File: config.mk
export PLATFORM = sky130hd
export DESIGN_NAME = div_seq_unit
export DESIGN_NICKNAME = d
export VERILOG_FILES = /design/src/rtl/div_seq_unit.sv
export SDC_FILE = /design/constraint.sdc
export NUM_CORES = 1
export LEC_CHECK = 0
export CAP_MARGIN = 20
export CORE_UTILIZATION = 55
export DETAILED_ROUTE_END_ITERATION = 8
export PLACE_DENSITY = 0.79
export SLEW_MARGIN = 20
export SYNTH_ARGS = -nofsm -noshare
export SYNTH_HDL_FRONTEND = slang
export SYNTH_SLANG_ARGS = --single-unit
File: constraint.sdc
create_clock -name clk -period 16.65 [get_ports clk]
set_input_delay 3.33 -clock clk [delete_from_list [all_inputs] [get_ports clk]]
set_output_delay 3.33 -clock clk [all_outputs]
set_load 0.03 [all_outputs]
File: src/rtl/div_seq_unit.sv
// div_seq_unit: sequential signed 32-bit restoring divider, quotient on lo_out, remainder on hi_out.
// Optional DIV_EARLY_EXIT_EN: a request with |a| < |b| completes without the 32-step run.
module div_seq_unit (
  input  logic        clk,
  input  logic        reset,
  input  logic [31:0] a_in,
  input  logic [31:0] b_in,
  input  logic        div_start,
  output logic        div_stop,
  output logic        div_zero,
  output logic [31:0] hi_out,
  output logic [31:0] lo_out
);
  localparam int unsigned W  = 32;
  localparam int unsigned CW = 5;

  typedef enum logic [2:0] {IDLE, RUN, FIX, DONE, ZERO} state_t;
  state_t state, state_nxt;

  logic [W-1:0]  quo, dvs, a_mag, b_mag;
  logic [W:0]    rem, shifted, diff;
  logic [CW-1:0] cnt;
  logic          sign_q, sign_r;
  logic          stop_nxt, zero_nxt, early;

  // -2^31 maps to the unsigned magnitude 0x80000000
  assign a_mag = a_in[W-1] ? W'(-a_in) : a_in;
  assign b_mag = b_in[W-1] ? W'(-b_in) : b_in;

`ifdef DIV_EARLY_EXIT_EN
  assign early = (a_mag < b_mag);
`else
  assign early = 1'b0;
`endif

  // One restoring step: shift {rem, quo} left and trial-subtract the divisor
  assign shifted = (W+1)'({rem, quo[W-1]});
  assign diff    = shifted - {1'b0, dvs};

  always_ff @(posedge clk or posedge reset) begin
    if (reset) begin
      state    <= IDLE;
      div_stop <= 1'b0;
      div_zero <= 1'b0;
    end else begin
      state    <= state_nxt;
      div_stop <= stop_nxt;
      div_zero <= zero_nxt;
    end
  end

  always_comb begin
    state_nxt = state;
    stop_nxt  = 1'b0;
    zero_nxt  = 1'b0;
    case (state)
      IDLE: if (div_start) state_nxt = (b_in == '0) ? ZERO : RUN;
      RUN:  if (cnt == CW'(W-1)) state_nxt = FIX;
      FIX: begin
        state_nxt = DONE;
        stop_nxt  = 1'b1;
      end
      DONE: state_nxt = IDLE;
      ZERO: begin
        state_nxt = IDLE;
        zero_nxt  = 1'b1;
      end
      default: state_nxt = IDLE;
    endcase
  end

  always_ff @(posedge clk or posedge reset) begin
    if (reset) begin
      quo    <= '0;
      dvs    <= '0;
      rem    <= '0;
      cnt    <= '0;
      sign_q <= 1'b0;
      sign_r <= 1'b0;
      hi_out <= '0;
      lo_out <= '0;
    end else begin
      case (state)
        IDLE: if (div_start && (b_in != '0)) begin
          sign_q <= a_in[W-1] ^ b_in[W-1];
          sign_r <= a_in[W-1];
          dvs    <= b_mag;
          if (early) begin
            // Preload so the single final step yields quo=0, rem=|a|
            rem <= {2'b00, a_mag[W-1:1]};
            quo <= {a_mag[0], {(W-1){1'b0}}};
            cnt <= CW'(W-1);
          end else begin
            rem <= '0;
            quo <= a_mag;
            cnt <= '0;
          end
        end
        RUN: begin
          if (!diff[W]) begin
            rem <= diff;
            quo <= {quo[W-2:0], 1'b1};
          end else begin
            rem <= shifted;
            quo <= {quo[W-2:0], 1'b0};
          end
          cnt <= cnt + CW'(1);
        end
        FIX: begin
          lo_out <= sign_q ? W'(-quo) : quo;
          hi_out <= sign_r ? W'(-rem[W-1:0]) : rem[W-1:0];
        end
        default: ;
      endcase
    end
  end

endmodule

==> impl_metrics.csv <==
group,metric,value,unit
run_status,outcome,"finished, final reports clean",
cts,ctsHoldBuffers,0,
cts,clock-sinks,172,
yosys,dominantRegCellSynth,"sky130_fd_sc_hd__dfrtp_1",
die,core-area,19700,sq um
yosys,netlist_top_cells_area,"sky130_fd_sc_hd__dfrtp_1 (38%), sky130_fd_sc_hd__xor2_1 (8.0%), sky130_fd_sc_hd__nand2_1 (6.8%)",
die,die_width,145,um
yosys,synth_top_cells_by_count,"sky130_fd_sc_hd__nand2_1 (204), sky130_fd_sc_hd__dfrtp_1 (172), sky130_fd_sc_hd__o21ai_0 (151), sky130_fd_sc_hd__xor2_1 (102), sky130_fd_sc_hd__nor2_1 (67)",
yosys,number_of_flops_mapped_to_enable_cells_by_yosys,0,
yosys,syn_area,11200,sq um
setup_path,setup.worst_path.end_class,"register",
global_route,maximum_number_of_pins_on_one_net_before_global_route_repair,130,
timing,timing.clock.skew,8.86,ps
timing,layout_min_cycle_time,6870,ps
cts,cts.root.buffer_cell,"sky130_fd_sc_hd__clkbuf_16",
detailed_routing,first_iter_violations,781,
yosys,yosysWarnings,0,
global_route,initial_antenna_violation_count,0,
cts,clk_latency,430,ps
min_path,min-delay-path-class,"reg2reg",
yosys,yosys.area.top_type_share,38.4,%
cts,cts.repair.resized,0,
min_path,hold_path_depth,2,
timing,tns,0,ps
placed_design,place_congestion,0.913,
setup_path,rr_startpoint,"quo[31]",
cts,clk_path_buf_depth,2,
setup_path,r2r_cells,11,
setup_path,cp.arrival,7220,ps
cells_and_area,drive_above_1_share,4.79,%
die,std_cell_rows,51,
min_path,whs_endpoint,"lo_out[11]",
die,floorplan.initialDensity,56.9,%
timing,unrepaired_setup_endpoints_after_global_routing,"no",
pwr,power_per_cell_area,216,nW/um^2
timing,slew_headroom,33.4,%
detailed_routing,detail_route.vias_per_cell,6.00,
global_route,grt.total_usage,27.9,%
min_path,hold_path_startpoint,"lo_out[11]",
yosys,async_reset_ff_share,100,%
detailed_routing,dr.pass1.iters,5,
setup_path,timing.critical_path.required,17000,ps
yosys,syn_inst,1300,
timing,hold_slack,477,ps
timing,final-setup-viol-count,0,
setup_path,crit_slowest_cell,"sky130_fd_sc_hd__nand2_2",
placed_design,dp_hpwl,20.2,mm
setup_path,timing.rr.end,"rem[26]",
detailed_routing,via_count_of_the_routed_design,9995,
cts,post_cts.repair.setup_buffers,0,
timing,layout_worst_path_cycle_share,41.3,%
detailed_routing,post-route-drc-count,0,
die,die-height,145,um
cts,cts_tree,"built",
setup_path,path_class,"in2reg",
timing,timing.final.max_slew_violations,0,
global_route,grt_remaining_overflow,0,
setup_path,crit_path_max_incr_delay,600,ps
global_route,grt_pass1_wl,45.7,mm
yosys,yosysSeqAreaShare,38.4,%
setup_path,timing.critical_path.fanout_max,62,
detailed_routing,totalWireLength,28.3,mm
run,timing.max_cap.violations,0,
timing,fmax,0.146,GHz
global_route,via_count_of_the_first_global_routing_pass,8894,
yosys,yosys.area.top_type,"sky130_fd_sc_hd__dfrtp_1",
pwr,static-leakage-power,5.63,nW
yosys,syn_area_per_cell,8.63,sq um
yosys,synth_fp_nets,1406,
detailed_routing,ant_nets,0,
die,io-pin-count,133,
yosys,post-synth-top-count-cell,"sky130_fd_sc_hd__nand2_1",
pwr,ir_drop,0.126,mV
cells_and_area,design.final.nets,1493,
timing,tightest_slew,985,ps
setup_path,startpoint_type,"input port",
detailed_routing,post_drt_wl_per_cell,17.0,um
die,die-area,21000,sq um
cts,cts-htree-levels,4,
cts,clkSlewWorstSetupHoldPaths,70,ps
yosys,synth.ff_latch_count,172,
cells_and_area,area_delta_synth_final,18.5,%
setup_path,r2r_setup_slack,12410,ps
cts,cts_bufs_inserted,17,
timing,final_hold_viol_count,0,
setup_path,worstPathCellList,"clkdlybuf4s50_1, inv_1, ha_1, or3b_2, nor3_1, nand4b_1, or3_1, nand2_2, buf_4, nor2_1, a21oi_1",
yosys,ys_types,71,
placed_design,port_buffers,132,
cells_and_area,num_antenna_cells,0,
==> layer usage <==
metal | track usage [%] | up-vias | wire [um]
met4 | 6.81 | 0 | 363
met5 | 0 | - | 0
met3 | 4.05 | 30 | 1830
li1 | - | 4877 | -
met2 | 40.8 | 351 | 12200
met1 | 42.9 | 4737 | 13900
==> cells in the final DEF, fill, tap and decap left out, types with 6 or more instances in the layout <==
master	count
sky130_fd_sc_hd__xnor2_1	41
sky130_fd_sc_hd__a22oi_1	10
sky130_fd_sc_hd__nor2b_1	11
sky130_fd_sc_hd__o21a_1	6
sky130_fd_sc_hd__o31ai_1	36
sky130_fd_sc_hd__a31oi_1	7
sky130_fd_sc_hd__nand3_1	21
sky130_fd_sc_hd__xor2_1	102
sky130_fd_sc_hd__nor3_1	17
sky130_fd_sc_hd__clkbuf_16	17
sky130_fd_sc_hd__nor4_1	8
sky130_fd_sc_hd__a221o_1	20
sky130_fd_sc_hd__a21oi_1	52
sky130_fd_sc_hd__dfrtp_1	172
sky130_fd_sc_hd__nor3b_1	6
sky130_fd_sc_hd__o41ai_1	18
sky130_fd_sc_hd__o211ai_1	39
sky130_fd_sc_hd__a21o_1	18
sky130_fd_sc_hd__inv_1	44
sky130_fd_sc_hd__o21ai_0	150
sky130_fd_sc_hd__nor2_1	66
sky130_fd_sc_hd__nand2_1	203
sky130_fd_sc_hd__clkdlybuf4s50_1	131
sky130_fd_sc_hd__nand2b_1	12
sky130_fd_sc_hd__nand4_1	12
sky130_fd_sc_hd__buf_4	7
sky130_fd_sc_hd__or4_1	12
sky130_fd_sc_hd__or3_1	13
sky130_fd_sc_hd__ha_1	38
sky130_fd_sc_hd__and3_1	11
==> worst max path at each step <==
stage | startpoint | cells after the start | end | slack [ps]
CTS | b_in[1] | 11 | dvs[2] | 9860
floorplan | reset | 1 | cnt[0] | 8660
global route | b_in[1] | 11 | dvs[2] | 9510
detailed placement | b_in[1] | 10 | dvs[10] | 9440
finish | b_in[1] | 11 | dvs[2] | 9780
global placement | b_in[0] | 10 | dvs[8] | 9630
==> stage by stage <==
| step | area (sq um) | util, % | setup slack, ps | total power, mW | std cells |
|---|---|---|---|---|---|
| floorplan | 11200 | - | 8660 | 1.98 | 1300 |
| global placement | 12700 | 64.2 | 9630 | 2.37 | 1632 |
| detailed placement | 12700 | 64.2 | 9440 | 2.42 | 1632 |
| CTS | 13300 | 67.3 | 9860 | 2.84 | 1664 |
| global route | 13300 | 67.5 | 9510 | 3.08 | 1665 |
| finish | 13300 | 67.5 | 9780 | 2.87 | 1665 |
==> where the power goes <==
part           switching, mW  internal (mW)  leakage, nW  total, mW
sequential             0.238          0.592         2.15      0.830
combinational          0.922          0.703         3.19       1.63
clock                  0.194          0.218        0.299      0.412
total                   1.35           1.51         5.63       2.87
==> cell families after synthesis <==
| group | share of synthesized area [%] |
|---|---|
| AOI/OAI and AO/OA | 23.4 |
| xor gates and xnor gates | 11.2 |
| muxes | 0.647 |
| adders and majority gates | 4.42 |
| buffers and inverters | 4.31 |
| DFF | 38.4 |
| and+or+nand+nor | 17.7 |
==> flip-flops by register name, summed over array words and instances (netlist names) <==
name / cells
dvs: 32
hi_out: 32
lo_out: 32
quo: 32
rem: 32
cnt: 5
state: 3
div_stop: 1
div_zero: 1
sign_q: 1
sign_r: 1
==> critical path: cells and delay by family <==
family / cells / cell delay (ps)
and+or+nand+nor: 6 / 2410
buffers and inverters: 3 / 1110
adders and majority gates: 1 / 170
AOI/OAI and AO/OA: 1 / 150
==> final cells by class <==
cell class / count / area [sq um]
clock buffer: 17 / 425
clock inverter: 15 / 196
fill: 1605 / 6420
inverter: 45 / 176
multi-input combinational: 1011 / 6470
sequential: 172 / 4300
tap: 265 / 332
timing repair buffer: 140 / 1400
(Power assumes the default switching activity.)
